### config.mk
export PLATFORM = sky130hd
export DESIGN_NAME = mem_arbiter
export DESIGN_NICKNAME = d
export VERILOG_FILES = /design/src/rtl/mem_arbiter.sv
export SDC_FILE = /design/constraint.sdc
export NUM_CORES = 1
export LEC_CHECK = 0
export ABC_AREA = 1
export CORE_AREA = 4 4 200 202
export CTS_CLUSTER_SIZE = 25
export DETAILED_ROUTE_END_ITERATION = 16
export DIE_AREA = 0 0 204 206
export PLACE_DENSITY = 0.54
export SYNTH_ARGS = -nofsm -noshare
export SYNTH_HDL_FRONTEND = slang
export SYNTH_SLANG_ARGS = --single-unit
export TNS_END_PERCENT = 10
### constraint.sdc
create_clock -name clk -period 1.5 [get_ports clk]
set_clock_uncertainty 0.05 [all_clocks]
set_input_delay 0.15 -clock clk [delete_from_list [all_inputs] [get_ports clk]]
set_output_delay 0.15 -clock clk [all_outputs]
set_load 0.01 [all_outputs]
### src/rtl/mem_arbiter.sv
// mem_arbiter: round-robin memory controller behind the MMU.
//
// Two request ports (0 = IF, 1 = MEM) arrive on flattened buses. Each port
// owns one pending slot; a valid read/write flag on an idle port is latched
// into that slot and the port reports busy until its access completes. A
// two-state FSM (IDLE/ACCESS) grants one pending slot at a time onto a single
// word-wide memory bus with a req/ready handshake.
//
// Ports:
//   clk, rst_n          clock (rising edge), asynchronous active-low reset
//   i_rw_flag[3:0]      2 bits per port: 0 idle, 1 read, 2 write, 3 ignored
//   i_addr              per-port word address (AW bits each)
//   i_write_data        per-port write data (DW bits each)
//   i_write_mask        per-port byte enables (DW/8 bits each)
//   o_read_data         per-port read-data slot, held until next read done
//   o_busy[1:0]         request accepted and not yet completed
//   o_done[1:0]         one-cycle completion pulse
//   o_mem_req/we/addr/wdata/wmask   memory request bus
//   i_mem_rdata, i_mem_ready        memory response
module mem_arbiter #(
  parameter int AW = 32,
  parameter int DW = 32
) (
  input  logic                  clk,
  input  logic                  rst_n,
  input  logic [3:0]            i_rw_flag,
  input  logic [2*AW-1:0]       i_addr,
  input  logic [2*DW-1:0]       i_write_data,
  input  logic [2*(DW/8)-1:0]   i_write_mask,
  output logic [2*DW-1:0]       o_read_data,
  output logic [1:0]            o_busy,
  output logic [1:0]            o_done,
  output logic                  o_mem_req,
  output logic                  o_mem_we,
  output logic [AW-1:0]         o_mem_addr,
  output logic [DW-1:0]         o_mem_wdata,
  output logic [DW/8-1:0]       o_mem_wmask,
  input  logic [DW-1:0]         i_mem_rdata,
  input  logic                  i_mem_ready
);

  localparam int MW = DW / 8;

  typedef enum logic {IDLE = 1'b0, ACCESS = 1'b1} state_t;

  state_t          state_reg, state_next;
  logic            last_grant_reg, grant_next;
  logic            grant_en;
  logic            complete;
  logic [1:0]      done_reg;
  logic            mem_we_reg;
  logic [AW-1:0]   mem_addr_reg;
  logic [DW-1:0]   mem_wdata_reg;
  logic [MW-1:0]   mem_wmask_reg;

  // Flattened views of the per-port pending slots.
  logic [1:0]      busy_w;
  logic [1:0]      pend_we_w;
  logic [2*AW-1:0] pend_addr_w;
  logic [2*DW-1:0] pend_wdata_w;
  logic [2*MW-1:0] pend_mask_w;

  genvar gi;
  generate
    for (gi = 0; gi < 2; gi++) begin : g_port
      logic [1:0]    flag;
      logic          capture;
      logic          release_port;
      logic          valid_reg;
      logic          we_reg;
      logic [AW-1:0] addr_reg;
      logic [DW-1:0] wdata_reg;
      logic [MW-1:0] mask_reg;
      logic [DW-1:0] rdata_reg;

      assign flag = i_rw_flag[2*gi +: 2];
      // Only an idle port accepts; the valid bit doubles as o_busy, so a
      // capture and a release can never hit the same slot on one edge.
      assign capture      = !valid_reg && (flag == 2'd1 || flag == 2'd2);
      assign release_port = complete && (last_grant_reg == 1'(gi));

      always_ff @(posedge clk or negedge rst_n) begin
        if (!rst_n) begin
          valid_reg <= 1'b0;
          we_reg    <= 1'b0;
          addr_reg  <= '0;
          wdata_reg <= '0;
          mask_reg  <= '0;
          rdata_reg <= '0;
        end else begin
          if (capture) begin
            valid_reg <= 1'b1;
            we_reg    <= (flag == 2'd2);
            addr_reg  <= i_addr[AW*gi +: AW];
            wdata_reg <= i_write_data[DW*gi +: DW];
            mask_reg  <= i_write_mask[MW*gi +: MW];
          end else if (release_port) begin
            valid_reg <= 1'b0;
          end
          if (release_port && !mem_we_reg) begin
            rdata_reg <= i_mem_rdata;
          end
        end
      end

      assign busy_w[gi]                 = valid_reg;
      assign pend_we_w[gi]              = we_reg;
      assign pend_addr_w[AW*gi +: AW]   = addr_reg;
      assign pend_wdata_w[DW*gi +: DW]  = wdata_reg;
      assign pend_mask_w[MW*gi +: MW]   = mask_reg;
      assign o_read_data[DW*gi +: DW]   = rdata_reg;
    end
  endgenerate

  // Next-state / grant decision.
  always_comb begin
    state_next = state_reg;
    grant_next = last_grant_reg;
    grant_en   = 1'b0;
    complete   = 1'b0;
    case (state_reg)
      IDLE: begin
        if (busy_w != 2'b00) begin
          grant_en   = 1'b1;
          state_next = ACCESS;
          // Tie goes to the port that was not served last; otherwise the
          // single pending port (busy_w[1] names it when only one is set).
          grant_next = (busy_w == 2'b11) ? ~last_grant_reg : busy_w[1];
        end
      end
      ACCESS: begin
        if (i_mem_ready) begin
          complete   = 1'b1;
          state_next = IDLE;
        end
      end
      default: state_next = IDLE;
    endcase
  end

  logic          sel_we;
  logic [AW-1:0] sel_addr;
  logic [DW-1:0] sel_wdata;
  logic [MW-1:0] sel_mask;

  assign sel_we    = grant_next ? pend_we_w[1] : pend_we_w[0];
  assign sel_addr  = grant_next ? pend_addr_w[2*AW-1:AW]  : pend_addr_w[AW-1:0];
  assign sel_wdata = grant_next ? pend_wdata_w[2*DW-1:DW] : pend_wdata_w[DW-1:0];
  assign sel_mask  = grant_next ? pend_mask_w[2*MW-1:MW]  : pend_mask_w[MW-1:0];

  always_ff @(posedge clk or negedge rst_n) begin
    if (!rst_n) begin
      state_reg      <= IDLE;
      last_grant_reg <= 1'b1;   // IF wins the first tie
      done_reg       <= 2'b00;
      mem_we_reg     <= 1'b0;
      mem_addr_reg   <= '0;
      mem_wdata_reg  <= '0;
      mem_wmask_reg  <= '0;
    end else begin
      state_reg <= state_next;
      done_reg  <= 2'b00;
      if (grant_en) begin
        // Bus fields are frozen here for the whole ACCESS phase.
        last_grant_reg <= grant_next;
        mem_we_reg     <= sel_we;
        mem_addr_reg   <= sel_addr;
        mem_wdata_reg  <= sel_we ? sel_wdata : '0;
        mem_wmask_reg  <= sel_we ? sel_mask  : '0;
      end
      if (complete) begin
        done_reg <= last_grant_reg ? 2'b10 : 2'b01;
      end
    end
  end

  assign o_busy      = busy_w;
  assign o_done      = done_reg;
  assign o_mem_req   = (state_reg == ACCESS);
  assign o_mem_we    = mem_we_reg;
  assign o_mem_addr  = mem_addr_reg;
  assign o_mem_wdata = mem_wdata_reg;
  assign o_mem_wmask = mem_wmask_reg;

endmodule
==> results of run 1 <==
[where the power goes]
part           internal (mW)  switching (mW)  leakage, nW  total (mW)
Clock                   4.90            3.21        0.537        8.11
Combinational           6.68            9.54         4.71        16.2
Sequential              10.8            1.60         3.48        12.4
[per-layer routing]
layer	global-route usage, %	up-vias
li1	-	4850
met1	23.23	4769
met2	28.90	326
met3	5.633	49
met4	3.781	4
met5	0	-
[synth_stat cells]
| library cell | n |
|---|---|
| nor3_4 | 1 |
| clkbuf_1 | 33 |
| dfrtp_1 | 276 |
| o21ai_0 | 98 |
| nand2_2 | 1 |
| ha_1 | 2 |
| nand2_1 | 596 |
| nor3_2 | 1 |
| dfstp_2 | 1 |
| inv_2 | 4 |
| buf_4 | 6 |
| o21ai_1 | 34 |
| buf_1 | 5 |
| nand3_1 | 142 |
| buf_2 | 37 |
| inv_1 | 104 |
| nor2_1 | 2 |
| nand3_2 | 1 |
[worst paths after layout]
| kind | from | endpoint | slack, ns | cells after the start |
|---|---|---|---|---|
| min in group asynchronous | rst_n | g_port[0].addr_reg[20] | 0.21 | 3 |
| hold reg to reg | o_mem_wdata[6] | o_mem_wdata[6] | 0.41 | 2 |
| hold / removal | i_write_data[57] | g_port[1].wdata_reg[25] | 0.14 | 3 |
| setup reg to reg | last_grant_reg | g_port[1].rdata_reg[4] | -0.07 | 6 |
| setup / recovery | last_grant_reg | g_port[1].rdata_reg[4] | -0.07 | 6 |
| max in group asynchronous | rst_n | g_port[0].addr_reg[11] | 0.20 | 3 |
[worst max-delay path, delay by kind of cell, from the launching register on]
family	cells	cell delay, ns
AOI/OAI and AO/OA	1	0.06
buffers and inverters	2	0.32
DFF	1	0.60
and+or+nand+nor	3	0.41
[kinds of logic after synthesis]
logic type	after synthesis	share of synthesized area, %
flops	277	60.84
compound gates	132	5.798
simple gates	744	26.31
buf+inv	189	6.830
fa+ha+maj	2	0.2196
[through the flow]
stage	utilization, %	setup slack (ns)	hold slack (ns)	TNS (ns)
detailed placement	40.37	-0.3373	-0.05850	-48.11
floorplan	-	0.04003	-0.1956	0
global route	44.02	-0.1379	0.1178	-8.859
CTS	43.23	-0.03382	0.1108	-0.5776
global placement	40.37	-0.3395	-0.05762	-46.72
finish	44.04	-0.07430	0.1382	-1.239
[cell type report]
cell class                      instances  area (µm²)  area share, %
Clock inverter                          9       116.4         0.6901
Tap cell                              518       648.1          3.844
Inverter                              108       412.9          2.449
Timing Repair Buffer                  370        3854          22.86
Multi-Input combinational cell        878        3901          23.14
Clock buffer                           51       984.7          5.840
Antenna cell                            4       10.01        0.05936
Sequential cell                       277        6934          41.12
[repair_timing]
| item | 4_1_cts | 5_1_grt |
|---|---|---|
| pin swaps | 3 | 9 |
| setup buffers | 4 | 1 |
| setup endpoints to repair | 211 | 133 |
| gates resized for setup | 161 | 42 |
| hold buffers | 2 | 0 |
| endpoints found under the hold margin | 277 | 0 |
| gates cloned | 2 | 5 |
==> impl_metrics.ini, run 1 <==
[timing]
fmax_ghz = 0.6352
worstMarginPinSlew_ns = 0.6005
min_period_ns = 1.574
setup_viol = 56
final.setup.worst_slack_ns = -0.07430
max-slew-margin-rel_pct = 59.83
rsz0062_at_grt = true
hold_violations = 0
drv_slew = 0
min_period_over_period_pct = 105.0

[cells_and_area]
final_nets = 1846
nFillCells = 3867
final_common_cell = nand2_1
drive_above_1_share_pct = 8.978
fin_cells = 2215
syn_to_final_growth_pct = 47.97
final_cell_area_um2 = 16860
layout_common_cells = nand2_1 (580), dfrtp_1 (275), clkdlybuf4s50_1 (173)

[cts]
cts_root_buf = clkbuf_16
cts_max_level = 2
cts_buffer_depth = 3
cts_made_buffers = 34
cts_sinks = 277
clkTransAtPathRegs_ns = 0.06
insertion_delay_ns = 0.51
cts_tree = yes

[floorplanning]
die_x_um = 204
pin_count = 313
start_util_pct = 29.76
die_h_um = 206
die_area_um2 = 42020
fp.coreArea_um2 = 38290
row_count = 72

[synth]
ys_types = 18
syn_nets = 1521
netlist.area_leader.share_pct = 60.61
synth_area_leader_cell = dfrtp_1
syn_area_um2 = 11390
synth-seq-cells = 277
yosysWarnings = 0
yosys-top-cells-area = dfrtp_1 (61%), nand2_1 (20%), nand3_1 (6.2%)
syn_area_per_cell_um2 = 8.478
syn-instance-count = 1344
synth_seq_area_share_pct = 60.84

[setup_path]
critPathArrivalTime_ns = 1.91
worstPathMaxFanout = 32
slowest_stage = dfstp_2
crit_type = reg2reg
cp-end-kind = register
critical_path.cell_chain = inv_4 > nor3_4 > nand2_4 > clkbuf_16 > nand2_1 > o21ai_1
startpoint_type = register
max_stage_delay_ns = 0.60
critPathRequiredTime_ns = 1.83

[power]
finalPower_mw = 36.72
irDropWorstVdd_mv = 1.222
p_leak_nw = 8.725
powerDensity_nw_per_um2 = 2178

[route]
wl_met2_um = 18510
drt_wl_total_um = 38700
wl_met3_um = 3146
vias = 9998
drt-pass1-iter-count = 5
viasPerCell = 4.514
drt_iter0_drc = 521
drc = 0
top_layer = met5
routedLengthMet1_um = 16360
drtAntennaViolNets = 0
wl_per_cell_um = 17.47

[run_status]
violations = negative setup slack
outcome = finished with violations

[place]
place_area_um2 = 15460
dp_cells = 2137
place.port_buffers = 312
hpwl_um = 25030
gp_congestion = 0.7668

[grt]
track_usage_pct = 17.67
grt_overflow_total = 0
grt_pass1_wl_um = 59070
grt_pass1_vias = 10330
grt_max_degree = 68
antenna_found_initial = 5

[run]
max_cap_violations = 0

[worst_hold_path]
min_path_type = in2reg
No activity file was read; power rests on OpenSTA's default activity.
==> run 2: changes to the inputs <==
==> config.mk (replaced) <==
export PLATFORM = sky130hd
export DESIGN_NAME = mem_arbiter
export DESIGN_NICKNAME = d
export VERILOG_FILES = /design/src/rtl/mem_arbiter.sv
export SDC_FILE = /design/constraint.sdc
export NUM_CORES = 1
export LEC_CHECK = 0
export CORE_AREA = 4 4 162 164
export CTS_CLUSTER_SIZE = 25
export DETAILED_ROUTE_END_ITERATION = 16
export DIE_AREA = 0 0 166 168
export PLACE_DENSITY = 0.8
export SYNTH_ARGS = -nofsm -noshare
export SYNTH_HDL_FRONTEND = slang
export SYNTH_SLANG_ARGS = --single-unit
export TNS_END_PERCENT = 10
==> constraint.sdc (replaced) <==
create_clock -name clk -period 1.9 [get_ports clk]
set_clock_uncertainty 0.05 [all_clocks]
set_input_delay 0.19 -clock clk [delete_from_list [all_inputs] [get_ports clk]]
set_output_delay 0.19 -clock clk [all_outputs]
set_load 0.01 [all_outputs]
==> run 2 against run 1 <==
The flow now finishes without violations. Die area decreased by 34%. Synthesized cell count decreased by 20%. Cell count decreased by 22%. Wire length decreased by 11%. Global-route usage increased by 6.3 points. Sequential share of layout area decreased by 1.2 points. Critical path depth decreased by 5. Via count decreased by 2.8%. Clock power decreased by 24%. Largest power group unchanged.
==> impl_metrics.ini, run 2 <==
[run_status]
outcome = complete, no violations

[timing]
min_period_over_period_pct = 97.23
worstMarginPinSlew_ns = 0.4615
hold_violations = 0
final.setup.worst_slack_ns = 0.05259
holdWs_ns = 0.1304
fmax_ghz = 0.5413
max-slew-margin-rel_pct = 69.23
min_period_ns = 1.847
setup_viol = 0
drv_slew = 0
rsz0062_at_grt = false

[grt]
grt_pass1_wl_um = 54890
antenna_found_initial = 0
grt_overflow_total = 0
grt_max_degree = 71
track_usage_pct = 23.99
grt_pass1_vias = 10020

[setup_path]
startpoint_type = register
critical_path.cell_chain = clkdlybuf4s50_1
slowest_stage = clkdlybuf4s50_1
critPathTopFamily = buffers and inverters
r2r_slack_ns = 0.11
max_stage_delay_ns = 0.63
critPathArrivalTime_ns = 1.61
crit_type = reg2out
critPathBufInv = 1
worstPathMaxFanout = 4
reg2regPathDepth = 4
cp-end-kind = output port
critPathRequiredTime_ns = 1.66
worstSetupPathDepth = 1

[synth]
synth-edff-count = 0
syn_nets = 1256
yosysWarnings = 0
ys.flop_type = dfrtp_1
netlist.area_leader.share_pct = 54.55
async_flop_share_pct = 100.0
synth-seq-cells = 277
synth_commonest_cells = dfrtp_1 (276), nand2_1 (134), mux2_2 (106)
syn-instance-count = 1079
synth_area_leader_cell = dfrtp_1
ys_types = 32
synth_seq_area_share_pct = 54.76
synth.most_common_cell = dfrtp_1
yosys-top-cells-area = dfrtp_1 (55%), mux2_2 (9.4%), nor3b_1 (4.3%)
syn_area_per_cell_um2 = 11.73
syn_area_um2 = 12660

[cells_and_area]
final_common_cell = clkdlybuf4s50_1
layout_common_cells = clkdlybuf4s50_1 (308), dfrtp_1 (273), nand2_1 (134)
final_core_util_pct = 69.97
syn_to_final_growth_pct = 37.55
final_nets = 1549
fin_cells = 1723
diodes = 0
drive_above_1_share_pct = 18.95

[cts]
cts_buffer_depth = 3
cts_sinks = 277
cts_tree = yes
cts_made_buffers = 30
cts_max_level = 1
insertion_delay_ns = 0.54
clkTransAtPathRegs_ns = 0.06
cts_root_buf = clkbuf_16

[floorplanning]
pin_count = 313
fp.coreArea_um2 = 24890
start_util_pct = 50.86
die_area_um2 = 27890
row_count = 58
die_x_um = 166
die_h_um = 168

[route]
viasPerCell = 5.640
drt_wl_total_um = 34620
drtAntennaViolNets = 0
wl_per_cell_um = 20.09
drc = 0
drt-pass1-iter-count = 5
vias = 9717
drt_iter0_drc = 708

[place]
hpwl_um = 22970
dp_slack_ns = -0.1076
place.port_buffers = 312
dp_cells = 1665
gp_congestion = 0.7986

[run]
max_cap_violations = 0

[power]
powerDensity_nw_per_um2 = 1801
irDropWorstVdd_mv = 0.9153
p_leak_nw = 7.282
finalPower_mw = 31.37

[worst_hold_path]
min_path_type = in2async
run 2: repair_timing:
item                                   in CTS  in global routing
hold buffers                                1                  0
gates resized for setup                     6                  0
setup buffers                               2                  0
setup endpoints to repair                   3                  0
endpoints found under the hold margin     249                  0
run 2: path summary, 6_finish.rpt:
path	from	to
setup / recovery	o_mem_we	o_mem_we
hold / removal	rst_n	g_port[0].wdata_reg[5]
setup reg to reg	last_grant_reg	g_port[1].rdata_reg[13]
hold reg to reg	o_mem_wdata[3]	o_mem_wdata[3]
max in group asynchronous	rst_n	g_port[1].addr_reg[5]
min in group clk	i_addr[24]	g_port[0].addr_reg[24]
run 2: power by group:
part	switching, mW	internal, mW	total [mW]
combinational	7.03	7.66	14.7
sequential	1.69	8.86	10.5
clock	2.33	3.80	6.13
total	11.0	20.3	31.4
run 2: routing by layer:
metal,wire length (µm),vias up,global-route usage [%]
li1,-,4424,-
met1,14110,4876,31.08
met2,17130,338,41.12
met3,2119,79,4.297
met4,1254,0,8.142
met5,0,-,0
run 2: worst register-to-register path, cell delays in order, from the launching register on:
cell and delay (ns):
dfstp_4 0.66, and3_1 0.24, nand2b_2 0.19, buf_12 0.22
mux2_4 0.32
run 2: cells by family (layout without fill, tap and decap cells):
kind of cell | Yosys count | in the layout | share of synthesized area, %
AOI/OAI and AO/OA | 243 | 243 | 15.49
adders and majority gates | 2 | 2 | 0.1976
and+or+nand+nor | 251 | 251 | 9.764
muxes | 138 | 138 | 13.16
DFF | 277 | 277 | 54.76
buffers and inverters | 168 | 482 | 6.631
run 2: per-stage QoR:
stage / area (µm²) / TNS, ns
finish: 17420 / 0
global route: 17420 / 0
CTS: 17420 / 0
detailed placement: 16270 / -4.000
global placement: 16270 / -3.686
floorplan: 12660 / 0
run 2: final cells by class:
type	count	area (µm²)
clock buffers	42	857.1
inverters	69	259.0
fillers	1756	7476
flip-flops and latches	277	6945
well taps	330	412.9
clock inverters	11	186.4
multi-input cells	634	4917
repair buffers	360	3837
